File: config.mk
export PLATFORM = sky130hd
export DESIGN_NAME = video_effects_ctrl_flat
export DESIGN_NICKNAME = d
export VERILOG_FILES = /design/src/rtl/video_effects_ctrl_if.sv /design/src/rtl/video_effects_ctrl.sv /design/src/flat_wrapper.sv
export SDC_FILE = /design/constraint.sdc
export NUM_CORES = 1
export LEC_CHECK = 0
export ABC_AREA = 1
export BUFFER_PORTS_ARGS = -buffer_cell sky130_fd_sc_hd__buf_2
export CORE_MARGIN = 4
export CORE_UTILIZATION = 56
export CTS_CLUSTER_DIAMETER = 40
export DETAILED_ROUTE_END_ITERATION = 10
export GPL_ROUTABILITY_DRIVEN = 0
export PLACE_DENSITY_LB_ADDON = 0.05
export SLEW_MARGIN = 20
export SYNTH_ARGS = -nofsm -noshare
export SYNTH_HDL_FRONTEND = slang
export SYNTH_SLANG_ARGS = --single-unit
export TNS_END_PERCENT = 1
File: constraint.sdc
create_clock -name clk -period 2.65 [get_ports clk]
set_input_delay 0.53 -clock clk [delete_from_list [all_inputs] [get_ports clk]]
set_output_delay 0.53 -clock clk [all_outputs]
set_load 0.005 [all_outputs]
File: src/rtl/video_effects_ctrl_if.sv
`default_nettype none
// ---------------------------------------------------------------------------
// Module   : video_effects_ctrl_if
// Purpose  : Avalon-MM register-bus bundle for video_effects_ctrl
//            (read latency 1)
// Revision : 1.0 - initial release
// ---------------------------------------------------------------------------
interface video_effects_ctrl_if;
  logic [2:0]  address;
  logic        chipselect;
  logic        write;
  logic [31:0] writedata;
  logic        read;
  logic [31:0] readdata;

  modport slave (
    input  address,
    input  chipselect,
    input  write,
    input  writedata,
    input  read,
    output readdata
  );

  modport master (
    output address,
    output chipselect,
    output write,
    output writedata,
    output read,
    input  readdata
  );
endinterface
`default_nettype wire

File: src/rtl/video_effects_ctrl.sv
`default_nettype none
// ---------------------------------------------------------------------------
// Module   : video_effects_ctrl
// Purpose  : Shadow/active configuration registers for video_effects with
//            end-of-frame atomic commit, frame counter, frame interrupt and
//            automatic effect-cycling demo mode.
// Revision : 1.0 - initial release
// ---------------------------------------------------------------------------
module video_effects_ctrl #(
  parameter int CNT_W = 16
) (
  input  wire logic               clk,
  input  wire logic               reset_n,
  video_effects_ctrl_if.slave     bus,
  input  wire logic               stream_valid,
  input  wire logic               stream_ready,
  input  wire logic               stream_sop,
  input  wire logic               stream_eop,
  output logic [4:0]              effect,
  output logic [1:0]              effect_delete_rgb,
  output logic [1:0]              effect_quantif_level,
  output logic [15:0]             effect_color_key,
  output logic [15:0]             effect_color_key_threshold,
  output logic [15:0]             effect_color_substitute,
  output logic                    frame_irq
);

  localparam logic [2:0] c_ADDR_CONTROL = 3'd0;
  localparam logic [2:0] c_ADDR_KEY     = 3'd1;
  localparam logic [2:0] c_ADDR_THRESH  = 3'd2;
  localparam logic [2:0] c_ADDR_SUBST   = 3'd3;
  localparam logic [2:0] c_ADDR_COMMIT  = 3'd4;
  localparam logic [2:0] c_ADDR_STATUS  = 3'd5;
  localparam logic [2:0] c_ADDR_PERIOD  = 3'd6;
  localparam logic [2:0] c_LAST_STEP    = 3'd5;

  typedef enum logic [0:0] {
    ST_MANUAL = 1'b0,
    ST_AUTO   = 1'b1
  } state_t;

  // Shadow (software-visible) settings
  logic [4:0]  r_sh_effect;
  logic [1:0]  r_sh_delete;
  logic [1:0]  r_sh_quant;
  logic        r_sh_auto;
  logic        r_sh_irq_en;
  logic [15:0] r_sh_key;
  logic [15:0] r_sh_thresh;
  logic [15:0] r_sh_subst;
  logic [7:0]  r_period;
  logic        r_commit_pending;

  // Active settings driving the datapath
  logic [4:0]  r_act_effect;

  logic [CNT_W-1:0] r_frame_cnt;
  logic [7:0]  r_sub_cnt;
  logic [2:0]  r_step;
  state_t      r_state;
  logic        r_irq;
  logic [31:0] r_readdata;

  logic        w_wr;
  logic        w_rd;
  logic        w_eof;
  logic        w_commit_now;
  logic [7:0]  w_period_eff;
  logic [15:0] w_cnt16;
  logic [4:0]  w_step_pattern;
  logic [31:0] w_rdata;
  state_t      w_state_nxt;
  logic [2:0]  w_step_nxt;
  logic [7:0]  w_sub_nxt;
  logic        w_unused;

  assign w_wr         = bus.chipselect & bus.write;
  assign w_rd         = bus.chipselect & bus.read;
  assign w_eof        = stream_valid & stream_ready & stream_eop;
  // A commit is applied only with the pending flag as it stood before this
  // edge, so a COMMIT write coinciding with eof waits for the next frame.
  assign w_commit_now = w_eof & r_commit_pending;
  assign w_period_eff = (r_period == 8'd0) ? 8'd1 : r_period;
  assign w_cnt16      = 16'(r_frame_cnt);
  assign frame_irq    = r_irq;
  assign bus.readdata = r_readdata;

  // SOP is informational only; upper write-data bits have no storage.
  assign w_unused = ^{stream_sop, bus.writedata[31:18]};

  // Software writes to shadow registers and the PERIOD register
  always_ff @(posedge clk or negedge reset_n) begin
    if (!reset_n) begin
      r_sh_effect <= 5'd0;
      r_sh_delete <= 2'd0;
      r_sh_quant  <= 2'd0;
      r_sh_auto   <= 1'b0;
      r_sh_irq_en <= 1'b0;
      r_sh_key    <= 16'd0;
      r_sh_thresh <= 16'd0;
      r_sh_subst  <= 16'd0;
      r_period    <= 8'd1;
    end else if (w_wr) begin
      case (bus.address)
        c_ADDR_CONTROL: begin
          r_sh_effect <= bus.writedata[4:0];
          r_sh_delete <= bus.writedata[6:5];
          r_sh_quant  <= bus.writedata[8:7];
          r_sh_auto   <= bus.writedata[16];
          r_sh_irq_en <= bus.writedata[17];
        end
        c_ADDR_KEY:    r_sh_key    <= bus.writedata[15:0];
        c_ADDR_THRESH: r_sh_thresh <= bus.writedata[15:0];
        c_ADDR_SUBST:  r_sh_subst  <= bus.writedata[15:0];
        c_ADDR_PERIOD: r_period    <= bus.writedata[7:0];
        default: ;
      endcase
    end
  end

  // Commit request: a new COMMIT write wins over the clear at eof
  always_ff @(posedge clk or negedge reset_n) begin
    if (!reset_n) begin
      r_commit_pending <= 1'b0;
    end else if (w_wr && bus.address == c_ADDR_COMMIT) begin
      r_commit_pending <= 1'b1;
    end else if (w_eof) begin
      r_commit_pending <= 1'b0;
    end
  end

  // Active registers copy the pre-write shadow values at a committing eof
  always_ff @(posedge clk or negedge reset_n) begin
    if (!reset_n) begin
      r_act_effect               <= 5'd0;
      effect_delete_rgb          <= 2'd0;
      effect_quantif_level       <= 2'd0;
      effect_color_key           <= 16'd0;
      effect_color_key_threshold <= 16'd0;
      effect_color_substitute    <= 16'd0;
    end else if (w_commit_now) begin
      r_act_effect               <= r_sh_effect;
      effect_delete_rgb          <= r_sh_delete;
      effect_quantif_level       <= r_sh_quant;
      effect_color_key           <= r_sh_key;
      effect_color_key_threshold <= r_sh_thresh;
      effect_color_substitute    <= r_sh_subst;
    end
  end

  // Free-running frame counter, wraps naturally
  always_ff @(posedge clk or negedge reset_n) begin
    if (!reset_n) begin
      r_frame_cnt <= '0;
    end else if (w_eof) begin
      r_frame_cnt <= r_frame_cnt + CNT_W'(1);
    end
  end

  // Frame interrupt: set at eof has priority over a software clear
  always_ff @(posedge clk or negedge reset_n) begin
    if (!reset_n) begin
      r_irq <= 1'b0;
    end else if (w_eof && r_sh_irq_en) begin
      r_irq <= 1'b1;
    end else if (w_wr && bus.address == c_ADDR_STATUS && bus.writedata[16]) begin
      r_irq <= 1'b0;
    end
  end

  // Mode state, auto step index and frame sub-counter registers
  always_ff @(posedge clk or negedge reset_n) begin
    if (!reset_n) begin
      r_state   <= ST_MANUAL;
      r_step    <= 3'd0;
      r_sub_cnt <= 8'd0;
    end else begin
      r_state   <= w_state_nxt;
      r_step    <= w_step_nxt;
      r_sub_cnt <= w_sub_nxt;
    end
  end

  // One-hot walking pattern for the demo sequence, ending in all-off
  always_comb begin
    w_step_pattern = 5'b00000;
    case (r_step)
      3'd0: w_step_pattern = 5'b00001;
      3'd1: w_step_pattern = 5'b00010;
      3'd2: w_step_pattern = 5'b00100;
      3'd3: w_step_pattern = 5'b01000;
      3'd4: w_step_pattern = 5'b10000;
      default: w_step_pattern = 5'b00000;
    endcase
  end

  // Mode transitions, auto stepping and effect output selection
  always_comb begin
    w_state_nxt = r_state;
    w_step_nxt  = r_step;
    w_sub_nxt   = r_sub_cnt;
    effect      = r_act_effect;
    case (r_state)
      ST_MANUAL: begin
        if (w_commit_now && r_sh_auto) begin
          w_state_nxt = ST_AUTO;
          w_step_nxt  = 3'd0;
          w_sub_nxt   = 8'd0;
        end
      end
      ST_AUTO: begin
        effect = w_step_pattern;
        if (w_commit_now && !r_sh_auto) begin
          w_state_nxt = ST_MANUAL;
          w_step_nxt  = 3'd0;
          w_sub_nxt   = 8'd0;
        end else if (w_eof) begin
          // >= keeps the counter bounded if PERIOD is lowered mid-count
          if ({1'b0, r_sub_cnt} + 9'd1 >= {1'b0, w_period_eff}) begin
            w_sub_nxt  = 8'd0;
            w_step_nxt = (r_step >= c_LAST_STEP) ? 3'd0 : r_step + 3'd1;
          end else begin
            w_sub_nxt = r_sub_cnt + 8'd1;
          end
        end
      end
    endcase
  end

  // Read-data multiplexer; reserved bits and unmapped addresses read 0
  always_comb begin
    w_rdata = 32'd0;
    case (bus.address)
      c_ADDR_CONTROL: w_rdata = {14'd0, r_sh_irq_en, r_sh_auto, 7'd0,
                                 r_sh_quant, r_sh_delete, r_sh_effect};
      c_ADDR_KEY:     w_rdata = {16'd0, r_sh_key};
      c_ADDR_THRESH:  w_rdata = {16'd0, r_sh_thresh};
      c_ADDR_SUBST:   w_rdata = {16'd0, r_sh_subst};
      c_ADDR_COMMIT:  w_rdata = {31'd0, r_commit_pending};
      c_ADDR_STATUS:  w_rdata = {15'd0, r_irq, w_cnt16};
      c_ADDR_PERIOD:  w_rdata = {24'd0, r_period};
      default:        w_rdata = 32'd0;
    endcase
  end

  // Registered read data, one cycle after the read strobe
  always_ff @(posedge clk or negedge reset_n) begin
    if (!reset_n) begin
      r_readdata <= 32'd0;
    end else if (w_rd) begin
      r_readdata <= w_rdata;
    end
  end

endmodule
`default_nettype wire

File: src/flat_wrapper.sv
// flat-port wrapper written by rule: the top's interface ports become plain ports
module video_effects_ctrl_flat 
#(
  parameter int CNT_W = 16
)
  (clk, reset_n, stream_valid, stream_ready, stream_sop, stream_eop, effect, effect_delete_rgb, effect_quantif_level, effect_color_key, effect_color_key_threshold, effect_color_substitute, frame_irq, bus_address, bus_chipselect, bus_write, bus_writedata, bus_read, bus_readdata);
  video_effects_ctrl_if bus_i ();
  input  wire logic clk;
  input  wire logic reset_n;
  input  wire logic stream_valid;
  input  wire logic stream_ready;
  input  wire logic stream_sop;
  input  wire logic stream_eop;
  output logic [4:0] effect;
  output logic [1:0] effect_delete_rgb;
  output logic [1:0] effect_quantif_level;
  output logic [15:0] effect_color_key;
  output logic [15:0] effect_color_key_threshold;
  output logic [15:0] effect_color_substitute;
  output logic frame_irq;
  input wire logic [$bits(bus_i.address)-1:0] bus_address;
  input wire logic [$bits(bus_i.chipselect)-1:0] bus_chipselect;
  input wire logic [$bits(bus_i.write)-1:0] bus_write;
  input wire logic [$bits(bus_i.writedata)-1:0] bus_writedata;
  input wire logic [$bits(bus_i.read)-1:0] bus_read;
  output wire logic [$bits(bus_i.readdata)-1:0] bus_readdata;
  assign bus_i.address = bus_address;
  assign bus_i.chipselect = bus_chipselect;
  assign bus_i.write = bus_write;
  assign bus_i.writedata = bus_writedata;
  assign bus_i.read = bus_read;
  assign bus_readdata = bus_i.readdata;
  video_effects_ctrl #(.CNT_W(CNT_W)) u_core (.clk(clk), .reset_n(reset_n), .bus(bus_i), .stream_valid(stream_valid), .stream_ready(stream_ready), .stream_sop(stream_sop), .stream_eop(stream_eop), .effect(effect), .effect_delete_rgb(effect_delete_rgb), .effect_quantif_level(effect_quantif_level), .effect_color_key(effect_color_key), .effect_color_key_threshold(effect_color_key_threshold), .effect_color_substitute(effect_color_substitute), .frame_irq(frame_irq));
endmodule
==> results of run 1 <==
[worst max path at each step]
| stage | to | slack [ps] | cells after the start |
|---|---|---|---|
| final | u_core.r_sub_cnt[6]$_DFFE_PN0P_ | 380 | 12 |
| after CTS | u_core.r_sub_cnt[6]$_DFFE_PN0P_ | 380 | 10 |
| after global routing | u_core.r_sub_cnt[1]$_DFFE_PN0P_ | 190 | 13 |
| after global placement | u_core.r_sub_cnt[1]$_DFFE_PN0P_ | 490 | 12 |
| after detailed placement | u_core.r_sub_cnt[6]$_DFFE_PN0P_ | 430 | 12 |
| after floorplan | u_core.r_step[0]$_DFFE_PN0P_ | 790 | 15 |
[through the flow]
stage	setup WS [ps]	area, µm²	instances
5_1_grt	186.9	9012	1189
2_1_floorplan	785.5	7811	912
6_report	380.7	9012	1189
4_1_cts	380.9	9012	1189
3_3_place_gp	488.7	8423	1158
3_5_place_dp	434.1	8423	1158
[registers in the layout (all words and copies together) (netlist names), 2 cells and up, named ones only]
name / flops
u_core.bus.readdata: 18
u_core.effect_color_key: 16
u_core.effect_color_key_threshold: 16
u_core.effect_color_substitute: 16
u_core.r_frame_cnt: 16
u_core.r_sh_key: 16
u_core.r_sh_subst: 16
u_core.r_sh_thresh: 16
u_core.r_period: 8
u_core.r_sub_cnt: 8
u_core.r_act_effect: 5
u_core.r_sh_effect: 5
u_core.r_step: 3
u_core.effect_delete_rgb: 2
u_core.effect_quantif_level: 2
u_core.r_sh_delete: 2
u_core.r_sh_quant: 2
[kinds of logic (layout without fill, tap and decap cells)]
logic type | Yosys count | in the layout
buffers and inverters | 139 | 240
adder cells (fa/ha/maj) | 15 | 15
XOR/XNOR | 20 | 20
AND/OR/NAND/NOR | 405 | 405
flip-flops | 172 | 172
AO/OA/AOI/OAI | 147 | 147
other | 1 | 14
[power groups by stage]
stage                     Sequential [mW]  Combinational (mW)  Clock (mW)
after floorplan                      3.65               0.945           0
after global placement               3.70                1.58           0
after detailed placement             3.71                1.63           0
after CTS                            3.67                1.65        2.50
after global routing                 3.76                1.88        2.60
final                                3.68                1.62        2.47
[synthesized netlist by cell type (4+ instances only)]
library cell / n
a21oi_1: 8
buf_2: 11
buf_4: 15
clkbuf_1: 14
dfrtp_1: 171
ha_1: 15
inv_1: 83
inv_2: 11
nand2_1: 344
nand3_1: 22
nand3_2: 4
nor2_1: 17
o2111ai_1: 10
o21ai_0: 102
o21ai_1: 9
o22ai_1: 10
xnor2_1: 4
xor2_1: 16
[metal layers]
layer	part of all wire (%)	wire length, µm	up-vias	track usage [%]
li1	-	-	3026	-
met1	47	9069	2984	37.76
met2	45	8852	211	37.44
met3	5.8	1123	30	5.419
met4	2.1	415	0	9.274
met5	0	0	-	0
[worst max-delay path: stages (launching register included)]
cell and delay, ps:
dfrtp_1 410, ha_1 210, nand3_1 120, nor2_1 230
xor2_1 230, ha_1 270, nand2_1 70, inv_1 30
nand2_1 60, nand2_1 60, nand2_1 90, nand2_1 180
o21ai_0 220
[final cells by class]
type                            count  area [µm²]
Inverter                           94       352.8
Sequential cell                   172        4305
Timing Repair Buffer              115       646.9
Multi-Input combinational cell    601        2898
Clock buffer                       24       511.7
Fill cell                        1130        4388
Clock inverter                      7       77.57
Tap cell                          176       220.2
==> summary.md, run 1 <==
| Metric | Value |
|---|---|
| Vias | `6251` |
| Detailed placement HPWL | `13710 µm` |
| Clk sinks | `172` |
| Root Buffer | `clkbuf_16` |
| R2R Path End | `u_core.r_sub_cnt[6]$_DFFE_PN0P_` |
| Critical path launch point type | `flop` |
| Vias in the first global route | `5954` |
| Sw frac | `30.87%` |
| Power Density | `862.0 nW/µm²` |
| CTS clk-pin slew, worst paths | `60 ps` |
| Synth Area in Adders | `2.418%` |
| TritonCTS Buffers | `17` |
| Total grt overflow | `0` |
| CP startpoint | `u_core.r_sub_cnt[0]$_DFFE_PN0P_` |
| Max_slew headroom | `52.64%` |
| Sequential Power Share | `47.3%` |
| Die area | `15810 µm²` |
| Sequential share of the synthesized area | `55.46%` |
| I/O pin count | `134` |
| RSZ-0062 raised after global routing | `false` |
| Int Pwr | `5.370 mW` |
| Die height | `125.7 µm` |
| Final clock skew | `7.354 ps` |
| Initial DRT Pass Iterations | `6` |
| Cell type with the largest total area after synthesis | `dfrtp_1` |
| Vias per std cell | `5.257` |
| Max VDD drop | `439.6 µV` |
| Final Setup Violations | `0` |
| Fin util | `67.25%` |
| Die width | `125.7 µm` |
| Main synth FF type | `dfrtp_1` |
| Total Routing Usage GR | `25.50%` |
| Hold WS | `33.68 ps` |
| Fraction of registers with async set/reset | `100.0%` |
| Largest net degree at the start of global routing | `76` |
| Worst-path maximum fanout | `8` |
| Least-Margin Pin Slew | `710.5 ps` |
| CTS tree | `done` |
| Post-Synthesis Cells | `899` |
| Maximum Capacitance Violations | `0` |
| Avg WL per Cell | `16.37 µm` |
| Post-synthesis compound-gate area fraction | `10.54%` |
| YS warnings | `0` |
| Core footprint | `13400 µm²` |
| Post-Synth Simple-Gate Area | `21.44%` |
| DR iter-0 viols | `522` |
| Critical Path AT | `2610 ps` |
| Library cells used by synthesis | `38` |
| Run status | `completed` |
| Sw power | `2.398 mW` |
| Layout cells sized above 1 | `17.18%` |
| Final wirelength | `19460 µm` |
| Routed Antenna Nets | `0` |
| Tmin final | `2269 ps` |
| Synth area leaders | `dfrtp_1, nand2_1, o21ai_0` |
| Commonest non-fill, non-tap cell in the layout | `nand2_1` |
| Yosys top cell area share | `55.13%` |
| Slew Viols, Final | `0` |
| Logic gate share of total power | `20.9%` |
| Fin nets | `1060` |
| Remaining DRCs | `0` |
| WP data required | `2990 ps` |
| WS Path Type | `reg -> reg` |
| # hold bufs at CTS | `0` |
| R2R Setup Slk | `380 ps` |
| CTS Buffer Depth | `2` |
| Rows | `42` |
| Post_cts resized | `0` |
| Total chip power | `7.769 mW` |
| Hold crit path type | `in -> async` |
| Sum Neg Setup Slack | `0 ps` |
| Synthesized area | `7762 µm²` |
| Syn Area/Cell | `8.635 µm²` |
| IO buf count | `104` |
| Number of antenna violations at the first check in global routing | `0` |
| Number of synthesized register bits | `172` |
| Reg2reg start | `u_core.r_sub_cnt[0]$_DFFE_PN0P_` |
| Final Hold Viols | `0` |
| R2R cell count | `12` |
| Combinational family with the most area after synthesis | `simple AND/OR/NAND/NOR gates` |
| N_diodes | `0` |
| Period utilization | `85.63%` |
| EDFF count, synth | `0` |
| Post-CTS Setup Bufs | `0` |
| Later-pin clock latency in the skew report | `430 ps` |
| Crit end category | `flop` |
| Multiplexer area fraction after synthesis | `0%` |
| Area grow syn2layout | `16.10%` |
| Most frequent cells in the layout | `nand2_1, dfrtp_1, buf_2` |
| Leak | `4.924 nW` |
| Max H-tree Level | `4` |
| Initial Utilization | `57.93%` |
| First-pass GRT wire length | `31670 µm` |
| Synth Area in XOR/XNOR | `2.257%` |
| Max Clk Rate | `440.7 MHz` |
| Clock group share of total power | `31.8%` |
Power figures use the tool's default switching activity.
==> run 2, diff against run 1 <==
CTS_BUF_LIST = sky130_fd_sc_hd__clkbuf_8 sky130_fd_sc_hd__clkbuf_16   (was unset)
==> run 2 against run 1 <==
Worst hold slack gained 2.8 ps. Final area is the same. Clock power is essentially flat. Total power is essentially flat. Register-to-register slack is essentially flat. Worst setup slack lost 6.8 ps. Core utilization is the same. Clock-buffer cell count shrank 1. Critical path depth shrank 2. Final cell count is the same. Sequential power is essentially flat. Non-clock buffer count is the same.
==> summary.md, run 2 (synthesis gave the netlist of run 1 again) <==
| Metric | Value |
|---|---|
| Run status | `completed` |
| Max reg flops | `18 (unchanged)` |
| WS Path Type | `reg -> reg` |
| Final Hold Viols | `0 (unchanged)` |
| Vias in the first global route | `5954 (unchanged)` |
| Post-CTS Setup Bufs | `0 (unchanged)` |
| Slew Viols, Final | `0 (unchanged)` |
| Max H-tree Level | `4 (unchanged)` |
| Total Routing Usage GR | `25.50% (unchanged)` |
| Die width | `125.7 µm (unchanged)` |
| DR iter-0 viols | `522 (unchanged)` |
| Critical Path AT | `2620 ps (about the same)` |
| Sum Neg Setup Slack | `0 ps (unchanged)` |
| Hold crit path type | `in -> async` |
| Fin util | `67.25% (unchanged)` |
| Most frequent cells in the layout | `nand2_1, dfrtp_1, buf_2` |
| Final cell count without fillers | `1189 (unchanged)` |
| Largest net degree at the start of global routing | `76 (unchanged)` |
| Rows | `42 (unchanged)` |
| Clk sinks | `172 (unchanged)` |
| Area grow syn2layout | `16.10% (unchanged)` |
| Max_slew headroom | `52.17% (-0.47 points)` |
| Die area | `15810 µm² (unchanged)` |
| # hold bufs at CTS | `0 (unchanged)` |
| Final Setup Violations | `0 (unchanged)` |
| CTS Buffer Depth | `2 (unchanged)` |
| Final wirelength | `19430 µm (-0.16%)` |
| Detailed placement HPWL | `13710 µm (unchanged)` |
| Vias per std cell | `5.206 (-0.98%)` |
| Number of antenna violations at the first check in global routing | `0 (unchanged)` |
| Crit end category | `flop` |
| Remaining DRCs | `0 (unchanged)` |
| Core footprint | `13400 µm² (unchanged)` |
| Worst-path maximum fanout | `8 (unchanged)` |
| TritonCTS Buffers | `17 (unchanged)` |
| Leak | `4.928 nW (about the same)` |
| Critical path launch point type | `flop` |
| Hold WS | `36.48 ps (+2.807 ps)` |
| WP data required | `3000 ps (about the same)` |
| Total grt overflow | `0 (unchanged)` |
| Layout cells sized above 1 | `17.18% (unchanged)` |
| Tmin final | `2276 ps (+6.761 ps)` |
| Placed insts | `1158 (unchanged)` |
| Root Buffer | `clkbuf_16` |
| Vias | `6190 (-0.98%)` |
| Initial DRT Pass Iterations | `5 (-1)` |
| CTS clk-pin slew, worst paths | `60 ps (about the same)` |
| Commonest non-fill, non-tap cell in the layout | `nand2_1` |
| Later-pin clock latency in the skew report | `430 ps (about the same)` |
| First-pass GRT wire length | `31670 µm (unchanged)` |
| N_diodes | `0 (unchanged)` |
| IO buf count | `104 (unchanged)` |
| RSZ-0062 raised after global routing | `false` |
| Maximum Capacitance Violations | `0 (unchanged)` |
| Power Density | `862.1 nW/µm² (about the same)` |
| Post_cts resized | `0 (unchanged)` |
| Die height | `125.7 µm (unchanged)` |
| Period utilization | `85.89% (+0.26 points)` |
| Routed Antenna Nets | `0 (unchanged)` |
| Final clock skew | `6.702 ps (-0.6516 ps)` |
| CTS tree | `done` |
| Avg WL per Cell | `16.34 µm (-0.16%)` |
| Max VDD drop | `440.1 µV (+0.11%)` |
| Fin nets | `1060 (unchanged)` |
| I/O pin count | `134 (unchanged)` |
| Max Clk Rate | `439.4 MHz (-0.30%)` |
| Initial Utilization | `57.93% (unchanged)` |
| Least-Margin Pin Slew | `717.5 ps (+7.022 ps)` |
run 2: cell count changes in the layout (fill, tap and decap cells not counted), sizes merged:
cell / delta
inv: +1
clkbuf: -1
run 2: metrics by stage:
stage	setup WS, ps	instance area, µm²	power (mW)
after global routing	186.9	9012	8.239
after detailed placement	434.1	8423	5.339
final	373.9	9012	7.769
after CTS	380.9	9012	7.818
after global placement	488.7	8423	5.276
after floorplan	785.5	7811	4.593
run 2: final timing paths:
path	depth (start not counted)	to	slack, ps	from
worst max-delay path	10	u_core.r_sub_cnt[6]$_DFFE_PN0P_	370	u_core.r_sub_cnt[0]$_DFFE_PN0P_
min in group clk	3	u_core.r_period[4]$_DFFE_PN0P_	320	bus_writedata[4]
worst min-delay path	1	u_core.effect_color_key[0]$_DFFE_PN0P_	40	reset_n
max in group asynchronous	2	u_core.r_period[0]$_DFFE_PN1P_	1890	reset_n
worst min register to register	2	u_core.effect_color_substitute[5]$_DFFE_PN0P_	460	u_core.effect_color_substitute[5]$_DFFE_PN0P_
worst max register to register	10	u_core.r_sub_cnt[6]$_DFFE_PN0P_	370	u_core.r_sub_cnt[0]$_DFFE_PN0P_
run 2: where the power goes:
part | switching (mW) | internal [mW]
combinational | 0.947 | 0.674
sequential | 0.428 | 3.25
clock | 1.03 | 1.44
run 2: layer usage:
layer  routed length (µm)  vias to the layer above  GRT usage [%]
li1                     -                     3029              -
met1                 9076                     2937          37.76
met2                 8775                      193          37.44
met3                 1166                       31          5.419
met4                  410                        0          9.274
met5                    0                        -              0
run 2: area by class of cell:
class / instances / area, µm²
well taps: 176 / 220.2
inverters: 94 / 352.8
clock buffers: 23 / 508.0
flip-flops and latches: 172 / 4305
multi-input cells: 601 / 2898
clock inverters: 8 / 81.33
fillers: 1130 / 4388
repair buffers: 115 / 646.9
run 2: critical path: stages (launching register included):
cell and delay, ps:
dfrtp_1 410, ha_1 210, nand3_1 120, nor2_1 230
xor2_1 230, ha_1 280, a21oi_1 150, nand2_1 70
nand2_1 90, nand2_1 180, o21ai_0 220
==> run 3, diff against run 2 <==
PLACE_DENSITY_LB_ADDON = 0.15   (was 0.05)
==> run 3 against run 2 <==
Critical path depth stayed put. Worst setup slack worse by 8.7 ps. Clock skew is 2.0 ps higher. Routed wire length is 1.2% lower. Final cell count hardly changed. First-iteration DRC count is 3.8% higher. Via count is 2.0% higher. Die area stayed put. Combinational power hardly changed. Critical path type unchanged. Critical endpoint is now u_core.r_sub_cnt[4]$_DFFE_PN0P_.
==> summary.md, run 3 (synthesis gave the netlist of run 1 again) <==
| Metric | Value |
|---|---|
| Run status | `completed` |
| Fin nets | `1060 (unchanged)` |
| Vias | `6315 (+2.0%)` |
| Initial DRT Pass Iterations | `5 (unchanged)` |
| Final Cell Area | `8976 µm² (-0.40%)` |
| Vias per std cell | `5.307 (+1.9%)` |
| Largest net degree at the start of global routing | `98 (+29%)` |
| WP data required | `2990 ps (about the same)` |
| First-pass GRT wire length | `30880 µm (-2.5%)` |
| Initial Utilization | `57.93% (unchanged)` |
| Sum Neg Setup Slack | `0 ps (unchanged)` |
| Most frequent cells in the layout | `nand2_1, dfrtp_1, buf_2` |
| Area taken by multi-input logic gates | `2898 µm² (unchanged)` |
| # hold bufs at CTS | `0 (unchanged)` |
| Max VDD drop | `497.9 µV (+13%)` |
| Final Setup Violations | `0 (unchanged)` |
| WS Path Type | `reg -> reg` |
| Register Area | `4305 µm² (unchanged)` |
| Total Routing Usage GR | `24.77% (-0.73 points)` |
| Avg WL per Cell | `16.13 µm (-1.3%)` |
| Vias in the first global route | `5855 (-1.7%)` |
| Slowest stage delay, CP | `400 ps (about the same)` |
| Rows | `42 (unchanged)` |
| Worst-path cell chain | `ha_1 -> nand3_1 -> nor2_1 -> xor2_1 -> ha_1 -> a21oi_1 -> nand2_1 -> nand2_1 -> nand2_1 -> o21ai_0` |
| Maximum Capacitance Violations | `0 (unchanged)` |
| Later-pin clock latency in the skew report | `430 ps (about the same)` |
| Detailed placement HPWL | `13450 µm (-1.9%)` |
| Top delay family on crit path | `simple AND/OR/NAND/NOR gates` |
| Critical Path AT | `2620 ps (about the same)` |
| CTS clk-pin slew, worst paths | `60 ps (about the same)` |
| Commonest non-fill, non-tap cell in the layout | `nand2_1` |
| IO buf count | `104 (unchanged)` |
| Post_cts resized | `0 (unchanged)` |
| Final Hold Viols | `0 (unchanged)` |
| Layout cells sized above 1 | `17.08% (-0.099 points)` |
| CP dominant cell by count | `nand2_1` |
| Period utilization | `86.22% (+0.33 points)` |
| CTS tree | `done` |
| Power Density | `848.9 nW/µm² (-1.5%)` |
| Area grow syn2layout | `15.64%` |
| Slowest CP cell | `dfrtp_1` |
| Worst-path maximum fanout | `8 (unchanged)` |
| Max_slew headroom | `61.35% (+9.2 points)` |
| Tmin final | `2285 ps (+8.724 ps)` |
| Hold crit path type | `in -> async` |
| Total grt overflow | `0 (unchanged)` |
| Die width | `125.7 µm (unchanged)` |
| CTS Buffer Depth | `2 (unchanged)` |
| Die height | `125.7 µm (unchanged)` |
| WP buf/inv | `0 (unchanged)` |
| Max H-tree Level | `4 (unchanged)` |
| Final clock skew | `8.666 ps (+1.964 ps)` |
| Core footprint | `13400 µm² (unchanged)` |
| Final wirelength | `19190 µm (-1.2%)` |
| Leak | `4.908 nW (-0.42%)` |
| Clk sinks | `172 (unchanged)` |
| Fillcell total | `1165 (+3.1%)` |
| Least-Margin Pin Slew | `579.1 ps (-138.4 ps)` |
| Root Buffer | `clkbuf_16` |
| Routed Antenna Nets | `0 (unchanged)` |
| Max reg flops | `18 (unchanged)` |
| Slew Viols, Final | `0 (unchanged)` |
| DR iter-0 viols | `542 (+3.8%)` |
| Crit end category | `flop` |
| RSZ-0062 raised after global routing | `false` |
| Dpl cell area | `8423 µm² (unchanged)` |
| TritonCTS Buffers | `17 (unchanged)` |
| Remaining DRCs | `0 (unchanged)` |
| Max Clk Rate | `437.7 MHz (-0.38%)` |
| Number of antenna violations at the first check in global routing | `1 (+1)` |
| I/O pin count | `134 (unchanged)` |
| Critical path launch point type | `flop` |
| Die area | `15810 µm² (unchanged)` |
| Total chip power | `7.620 mW (-1.9%)` |
| Post-CTS Setup Bufs | `0 (unchanged)` |
-- run 3: cell count changes in the layout (fill, tap and decap cells not counted) --
cell        previous run  this run
diode_2                0         1
clkinvlp_4             1         3
inv_1                 84        85
clkbuf_8               6         2
clkinv_4               2         0
clkinv_2               1         4
-- run 3: per-stage QoR --
| stage | worst slack, ps | std cells | hold WS [ps] | utilization (%) |
|---|---|---|---|---|
| CTS | 378.9 | 1189 | 128.4 | 66.97 |
| finish | 365.2 | 1190 | 105.8 | 66.98 |
| detailed placement | 394.5 | 1158 | 453.4 | 62.86 |
| floorplan | 785.5 | 912 | 234.4 | - |
| global placement | 473.9 | 1158 | 450.2 | 62.86 |
| global route | 205.7 | 1190 | 127.1 | 66.98 |
-- run 3: final cells by class --
| class | count | area share, % |
|---|---|---|
| Inverter | 94 | 3.931 |
| Multi-Input combinational cell | 601 | 32.28 |
| Antenna cell | 1 | 0.02788 |
| Clock buffer | 19 | 5.046 |
| Timing Repair Buffer | 115 | 7.207 |
| Tap cell | 176 | 2.453 |
| Clock inverter | 12 | 1.087 |
| Sequential cell | 172 | 47.96 |
-- run 3: worst paths after layout --
kind,depth (start not counted),from,slack [ps],end
max,10,u_core.r_sub_cnt[0]$_DFFE_PN0P_,370,u_core.r_sub_cnt[4]$_DFFE_PN0P_
min,2,reset_n,110,u_core.r_act_effect[4]$_DFFE_PN0P_
max reg2reg,10,u_core.r_sub_cnt[0]$_DFFE_PN0P_,370,u_core.r_sub_cnt[4]$_DFFE_PN0P_
min reg2reg,2,u_core.effect_color_key_threshold[15]$_DFFE_PN0P_,460,u_core.effect_color_key_threshold[15]$_DFFE_PN0P_
max in group asynchronous,2,reset_n,2080,u_core.r_frame_cnt[3]$_DFFE_PN0P_
min in group clk,3,bus_writedata[2],350,u_core.r_period[2]$_DFFE_PN0P_
-- run 3: routing by layer --
| layer | share of wire, % | GRT usage, % | vias to the layer above |
|---|---|---|---|
| met4 | 1.9 | 9.022 | 0 |
| met3 | 7.6 | 6.435 | 27 |
| met2 | 44 | 36.03 | 232 |
| li1 | - | - | 3036 |
| met5 | 0 | 0 | - |
| met1 | 46 | 36.23 | 3020 |
-- run 3: report_power, final --
group	internal, mW	total [mW]	switching (mW)
combinational	0.674	1.61	0.934
clock	1.33	2.34	1.01
sequential	3.25	3.68	0.426
